==> config.mk <==
export PLATFORM = sky130hd
export DESIGN_NAME = sha256_msg_padder
export DESIGN_NICKNAME = d
export VERILOG_FILES = /design/src/rtl/sha256_msg_padder.sv
export SDC_FILE = /design/constraint.sdc
export NUM_CORES = 2
export LEC_CHECK = 0
export CORE_MARGIN = 2
export CORE_UTILIZATION = 45
export DETAILED_ROUTE_END_ITERATION = 6
export PLACE_DENSITY = 0.82
export SYNTH_ARGS = -nofsm -noshare
export SYNTH_HDL_FRONTEND = slang
export SYNTH_SLANG_ARGS = --single-unit
==> constraint.sdc <==
create_clock -name clk -period 6.73 [get_ports clk]
set_clock_uncertainty 0.15 [all_clocks]
set_input_delay 1.346 -clock clk [delete_from_list [all_inputs] [get_ports clk]]
set_output_delay 1.346 -clock clk [all_outputs]
set_load 0.1 [all_outputs]
==> src/rtl/sha256_msg_padder.sv <==
// sha256_msg_padder
//   Collects a message delivered as a nibble stream and emits the message as
//   SHA-256 padded 512-bit blocks. The padding is the message bits, a single
//   '1' bit, zero fill, and then the 64-bit big-endian bit length. A message
//   is 1..MAX_NIB nibbles long, so each message produces one or two blocks.
//
//   Handshakes: both interfaces use valid/ready. A beat transfers on a rising
//   edge where valid and ready are both high. A producer holds valid and its
//   payload stable until the transfer happens. Ready may depend on state but
//   never on the valid of the same interface.
//
// Ports
//   clk        rising-edge clock
//   rst_n      asynchronous active-low reset
//   in_valid   in_nibble / in_last are valid
//   in_ready   padder can accept a nibble (COLLECT state only)
//   in_nibble  message nibble, first nibble is the most significant
//   in_last    marks the final nibble of the message
//   blk_valid  blk_data holds a padded block
//   blk_ready  consumer takes the block
//   blk_data   padded block, bit 511 is the first message bit
//   blk_last   high on the final block of the message
//   msg_bits   bit length of the current message, valid while blk_valid
//   ovf        one-cycle pulse after the MAX_NIB-th nibble arrives without in_last
//   dbg_state  current FSM state, for observation only

module sha256_msg_padder #(
  parameter int MAX_NIB = 128,
  parameter int CNT_W   = 8
) (
  input  logic         clk,
  input  logic         rst_n,
  input  logic         in_valid,
  output logic         in_ready,
  input  logic [3:0]   in_nibble,
  input  logic         in_last,
  output logic         blk_valid,
  input  logic         blk_ready,
  output logic [511:0] blk_data,
  output logic         blk_last,
  output logic [63:0]  msg_bits,
  output logic         ovf,
  output logic [1:0]   dbg_state
);

  localparam int LEN_W = CNT_W + 2;
  // The largest message that still leaves room for the '1' bit and the
  // 64-bit length in the same block: 4n + 65 <= 512 gives n <= 111.
  localparam int SINGLE_MAX = (4 * MAX_NIB - 65) / 4;

  typedef enum logic [1:0] {
    COLLECT = 2'd0,
    EMIT0   = 2'd1,
    EMIT1   = 2'd2
  } state_t;

  state_t             state, state_nxt;
  logic [511:0]       blk_buf, buf_nxt;
  logic [CNT_W-1:0]   count, count_nxt;
  logic [CNT_W-1:0]   n_cnt;
  logic [LEN_W-1:0]   len_q, len_nxt;
  logic               two_q, two_nxt;
  logic               ovf_q, ovf_nxt;
  logic               nib_xfer;
  logic               blk_xfer;
  logic               full_msg;

  assign in_ready  = (state == COLLECT);
  assign blk_valid = (state == EMIT0) || (state == EMIT1);
  assign nib_xfer  = in_valid && in_ready;
  assign blk_xfer  = blk_valid && blk_ready;
  assign n_cnt     = count + CNT_W'(1);
  assign full_msg  = (len_q == LEN_W'(4 * MAX_NIB));
  assign dbg_state = state;
  assign ovf       = ovf_q;

  assign blk_last = ((state == EMIT0) && !two_q) || (state == EMIT1);
  assign msg_bits = blk_valid ? 64'(len_q) : 64'd0;

  // The first block is the buffer, which already holds the marker and
  // (single-block case) the length. A message of exactly MAX_NIB nibbles
  // puts its '1' bit at the top of the second block.
  always_comb begin
    blk_data = '0;
    if (state == EMIT0) begin
      blk_data = blk_buf;
    end else if (state == EMIT1) begin
      blk_data = {full_msg, 447'd0, 64'(len_q)};
    end
  end

  always_comb begin
    state_nxt = state;
    buf_nxt   = blk_buf;
    count_nxt = count;
    len_nxt   = len_q;
    two_nxt   = two_q;
    ovf_nxt   = 1'b0;
    case (state)
      COLLECT: begin
        if (nib_xfer) begin
          buf_nxt[511 - 4 * int'(count) -: 4] = in_nibble;
          count_nxt = n_cnt;
          if (in_last || (count == CNT_W'(MAX_NIB - 1))) begin
            state_nxt = EMIT0;
            len_nxt   = {n_cnt, 2'b00};
            two_nxt   = (int'(n_cnt) > SINGLE_MAX);
            ovf_nxt   = !in_last;
            // The padding is placed in the buffer now so that the first
            // block can be shown directly from the register.
            if (int'(n_cnt) < MAX_NIB) begin
              buf_nxt[511 - 4 * int'(n_cnt) -: 4] = 4'h8;
            end
            if (int'(n_cnt) <= SINGLE_MAX) begin
              buf_nxt[63:0] = 64'({n_cnt, 2'b00});
            end
          end
        end
      end
      EMIT0: begin
        if (blk_xfer) begin
          if (two_q) begin
            state_nxt = EMIT1;
          end else begin
            state_nxt = COLLECT;
            buf_nxt   = '0;
            count_nxt = '0;
          end
        end
      end
      EMIT1: begin
        if (blk_xfer) begin
          state_nxt = COLLECT;
          buf_nxt   = '0;
          count_nxt = '0;
        end
      end
      default: begin
        state_nxt = COLLECT;
        buf_nxt   = '0;
        count_nxt = '0;
      end
    endcase
  end

  always_ff @(posedge clk or negedge rst_n) begin
    if (!rst_n) begin
      state   <= COLLECT;
      blk_buf <= '0;
      count   <= '0;
      len_q   <= '0;
      two_q   <= 1'b0;
      ovf_q   <= 1'b0;
    end else begin
      state   <= state_nxt;
      blk_buf <= buf_nxt;
      count   <= count_nxt;
      len_q   <= len_nxt;
      two_q   <= two_nxt;
      ovf_q   <= ovf_nxt;
    end
  end

endmodule

After elaboration in Yosys (flattened, before gate mapping)
Cells that the tools add are included.

storage, ports and cells
  bits in registers = 532
  word-level logic and storage cells = 66
  output and inout port bits = 582

operators by class
  eq/ne operators = 9
  muxes and demuxes = 27
  shift operators = 4
  $add $sub $neg = 5
  reductions and logical operators = 12
  $lt $le $gt $ge = 3

operators with widths
  operator                                                                         count
  512-bit 2-to-1 mux                                                               8
  512-bit case mux with 3 select lines                                             1
  4-bit by 33-bit variable shift with 515-bit output (first input constant)        2
  512-bit bitwise mux                                                              2
  4-bit by 33-bit variable part select with 515-bit output                         1
  4-bit by 33-bit variable part select with 515-bit output (first input constant)  1
  11-bit negation with 33-bit output                                               2
  64-bit 2-to-1 mux                                                                1
  8-bit 2-to-1 mux                                                                 4
  8-bit case mux with 3 select lines                                               1
  9-bit by 10-bit subtractor with 11-bit output (first input constant)             2
  10-bit 2-to-1 mux                                                                1
  2-bit 2-to-1 mux                                                                 5
  8-bit by 1-bit adder with 8-bit output (second input constant)                   1
  8-bit by 7-bit == test with 1-bit output (second input constant)                 1
  8-bit == test (second input constant)                                            1
  8-bit by 7-bit > comparator with 1-bit output (second input constant)            1
  8-bit by 7-bit <= comparator with 1-bit output (second input constant)           1
  8-bit < comparator (second input constant)                                       1
  4-bit AND reduction                                                              2
  2-bit inequality test (second input constant)                                    3
  2-bit case mux with 3 select lines                                               1
  2-bit by 1-bit inequality test with 1-bit output (second input constant)         2
  1-bit logical AND                                                                3
  7 further kinds                                                                  12

Logic depth before layout (Yosys ltp)
  depth after elaboration = 10
  depth in mapped cells = 12
  mapped depth without buffers = 8

Worst setup path before layout
No wires, ideal clock.

  path kind = register to output
  start = reg state[1] (netlist: dbg_state[1])
  end = out blk_data[9]
  setup slack = 1231 ps
  required time = 5234 ps
  data arrival time = 4003 ps
  buffers on the path = 3
  cell stages (with the launch flop) = 7
  cells stage by stage = dfrtp_1 -> inv_1 -> ha_1 -> clkbuf_1 -> clkbuf_1 -> clkbuf_1 -> o21ai_0

on the way
  cells in the longest elaborated chain, start to end = 3
  elaborated cells between the ends (all ways) = 4

ends and longest elaborated chain
  what                      RTL line  source
  start: declaration        57        state_t state, state_nxt;
  start signal: assignment  155       state <= state_nxt;
  2-bit == test             87        end else if (state == EMIT1) begin
  512-bit 2-to-1 mux        87
  512-bit 2-to-1 mux (*)    85        if (state == EMIT0) begin
  end: declaration          39        output logic [511:0] blk_data,

Mark *: on every way between the ends. The rest lies on a longest branch, timed or not.

Final worst setup path
  start = reg state[1] (netlist: dbg_state[1])
  end = out blk_data[347]

on the way
  cells in the longest elaborated chain, start to end = 2

ends and longest elaborated chain
  what                                      RTL line
  2-bit by 1-bit == test with 1-bit output  85
  512-bit 2-to-1 mux                        85

No other way between the ends.

==> flow_metrics.tcl <==
set metrics [dict create \
    intPower_mw 6.094 \
    r2r_start "count[1]$_DFFE_PN0P_" \
    rows 93 \
    leakagePower_nw 16.25 \
    setup_viol 0 \
    crit_path_max_incr_delay_ps 1160 \
    reg2reg_depth 7 \
    hold_class "reg -> reg" \
    cts_max_level 2 \
    crit_path_max_fanout 283 \
    synth_common_cells "532 x dfrtp_1, 469 x and2_1, 438 x nor2_1, 309 x nand2_1, 250 x a21oi_1" \
    synth_compound_area_share_pct 18.46 \
    detailed_place_hpwl_um 82600 \
    vias 28750 \
    slowest_stage "clkdlybuf4s50_1" \
    ctsResizeCount 0 \
    rrSetupSlack_ps 2080 \
    synth_top_cell_by_area "dfrtp_1" \
    routed_wirelength_um 120900 \
    ys_warn_count 0 \
    worstPathRequired_ps 5230 \
    timing.max_cap.violations 0 \
    synth_flop_cell "dfrtp_1" \
    first_pass_iters 7 \
    cts_buffers 56 \
    synthMuxAreaShare_pct 4.140 \
    via_per_inst 6.123 \
    yosys.area_share.xor_xnor_pct 0.08972 \
    path_class "reg -> out" \
    r2r_end "blk_buf[66]$_DFFE_PN0P_" \
    synthDominantCellAreaShare_pct 45.46 \
    cts_tree "yes" \
    sequentialPowerShare_pct 29.8 \
    antenna_found_initial 6 \
    clock_latency_ps 630 \
    grt_pass1_wl_um 177300 \
    p_switching_mw 5.348 \
    cp_cell_sequence "inv_1, ha_4, buf_12, and2_1, clkdlybuf4s50_1" \
    grt_remaining_overflow 0 \
    final_cell_area_um2 37120 \
    synth_top_family_by_area "simple AND/OR/NAND/NOR gates" \
    io_pins 591 \
    antenna_left 0 \
    powerDensity_nw_per_um2 308.2 \
    post-cts-setup-buffers 0 \
    ys_seq_area_share_pct 45.46 \
    dpl_cell_area_um2 35210 \
    post_route_cells_drive_above_1_share_pct 6.674 \
    numPortBuffers 534 \
    pwr-share-clk_pct 28.3 \
    worst-path-buf-inv 3 \
    clock-sinks 532 \
    dieArea_um2 67140 \
    gp_congestion 0.9680 \
    worstSetupStartpointType "register" \
    postSynthAreaPerCell_um2 8.649 \
    syn2layout_area_growth_pct 26.76 \
    crit_family "buffers and inverters" \
    min_from "blk_buf[165]$_DFFE_PN0P_" \
    initial_utilization_pct 45.51 \
    routedWlPerCell_um 25.74 \
    relSlewSlack_pct 13.91 \
    synth_adder_area_share_pct 0.2136 \
    core_um2 64350 \
    crit_arrival_ps 3930 \
    syn_inst 3386 \
    finalCriticalPeriod_ps 5425 \
    fmax_mhz 184.3 \
    root_buffer "clkbuf_16" \
    fin_setup_tns_ps 0 \
    holdPathStages 1 \
    clkTransAtPathRegs_ps 60 \
    hold_path_end "blk_buf[165]$_DFFE_PN0P_" \
    hold_viol 0 \
    rsz0062_at_grt "no" \
    grtUsageTotal_pct 34.94 \
    finalNetCount 3805 \
    period_share_pct 80.60 \
    synth.area.top_cells "dfrtp_1 45%, and2_1 10%, nor2_1 5.6%" \
    run_status "finished clean" \
    first_global_vias 27530 \
    die_w_um 259.1 \
    ys_ff_latch 532 \
    grt_max_degree 284 \
    clockBufferDepth 3 \
    drv_slew 0 \
    cts-hold-fix-buffers 0 \
    tightest_slew_ps 1287 \
    netlist_area_um2 29290 \
    die-height_um 259.1 \
    pwr-share-comb_pct 41.9 \
    peakVddDrop_uv 352.4 \
    synth-simple-area-share_pct 25.73 \
    yosys.cell_count.top_type "dfrtp_1" \
    synth.distinct_cells 91 \
    cp-end-kind "output pin" \
    async_flop_share_pct 100.0 \
    synth_edf_count 0 \
    drc 0 \
    first_iter_violations 3598 \
    swShare_pct 46.74 \
]
per-stage QoR:
step	cells	hold slack, ps	setup slack [ps]	power (mW)	utilization, %
finish	4695	332.9	1305	11.44	57.69
global placement	4588	302.4	1974	8.023	54.71
detailed placement	4588	316.2	1966	8.087	54.71
global route	4693	348.3	1207	11.82	57.68
CTS	4691	333.5	1408	11.30	57.68
floorplan	3441	291.4	1231	6.600	-
cells in the final DEF, fill, tap and decap left out, types with 9 or more instances in the layout:
cell type / count
a31oi_1: 48
o21ai_1: 28
clkbuf_16: 57
inv_1: 62
nor3_1: 42
o22ai_1: 29
nand2_1: 307
a21oi_1: 250
and3_1: 15
o21ai_0: 175
conb_1: 56
mux2i_1: 120
clkbuf_8: 18
nor2_1: 436
a2bb2oi_1: 26
o221ai_1: 11
a222oi_1: 12
a22o_1: 35
dfrtp_1: 532
clkdlybuf4s50_1: 528
o2bb2ai_1: 62
and2_1: 469
o211ai_1: 9
a22oi_1: 12
buf_4: 71
nand3_1: 167
a32oi_1: 21
a31o_2: 16
clkinv_2: 10
a32o_1: 20
nand2b_1: 10
layout make-up:
class / instances / area, um^2
inverter: 63 / 236.5
fill: 5494 / 27220
tap: 855 / 1070
sequential: 532 / 13310
clock inverter: 20 / 201.4
antenna: 4 / 10.01
timing repair buffer: 611 / 5993
clock buffer: 83 / 1704
multi-input combinational: 2527 / 14600
metal layers:
metal  vias to the layer above  routed length, um  track usage, %  part of all wire, %
met5                         -                 27               0                0.022
met4                         4               7916           19.94                  6.5
met3                       455              14280           9.588                   12
met2                      2017              55010           55.36                   46
met1                     13860              43630           43.00                   36
li1                      12410                  -               -                    -
power groups by stage:
stage / clock network (mW) / registers, mW / logic (mW)
detailed placement: 0 / 3.46 / 4.63
finish: 3.24 / 3.41 / 4.80
CTS: 3.25 / 3.40 / 4.64
floorplan: 0 / 3.44 / 3.16
global route: 3.37 / 3.41 / 5.04
global placement: 0 / 3.45 / 4.57
registers in the layout, summed over array words and instances, names as in the netlist:
| name | flops |
|---|---|
| count | 8 |
| blk_buf | 512 |
| len_q | 8 |
| two_q | 1 |
| ovf | 1 |
| dbg_state | 2 |
kinds of logic after synthesis:
kind of cell | count (synthesis)
compound gates | 824
xor+xnor | 3
fa+ha+maj | 5
buf+inv | 382
flops | 532
mux | 121
other cells | 1
simple gates | 1518
worst reg2reg max path, delay by kind of cell (launching register included):
kind / cells / cell delay, ps
AOI/OAI and AO/OA: 3 / 1630
xor gates and xnor gates: 1 / 300
adders and majority gates: 1 / 630
DFF: 1 / 840
and+or+nand+nor: 2 / 980
worst max path at each step:
stage / start / to / cells after the start
2_1_floorplan: dbg_state[1]$_DFFE_PN0P_ / blk_data[9] / 6
3_3_place_gp: blk_ready / blk_buf[397]$_DFFE_PN0P_ / 8
3_5_place_dp: blk_ready / blk_buf[397]$_DFFE_PN0P_ / 8
4_1_cts: dbg_state[1]$_DFFE_PN0P_ / blk_data[347] / 5
5_1_grt: dbg_state[1]$_DFFE_PN0P_ / blk_data[256] / 5
6_report: dbg_state[1]$_DFFE_PN0P_ / blk_data[347] / 5
Power figures use the tool's default switching activity.
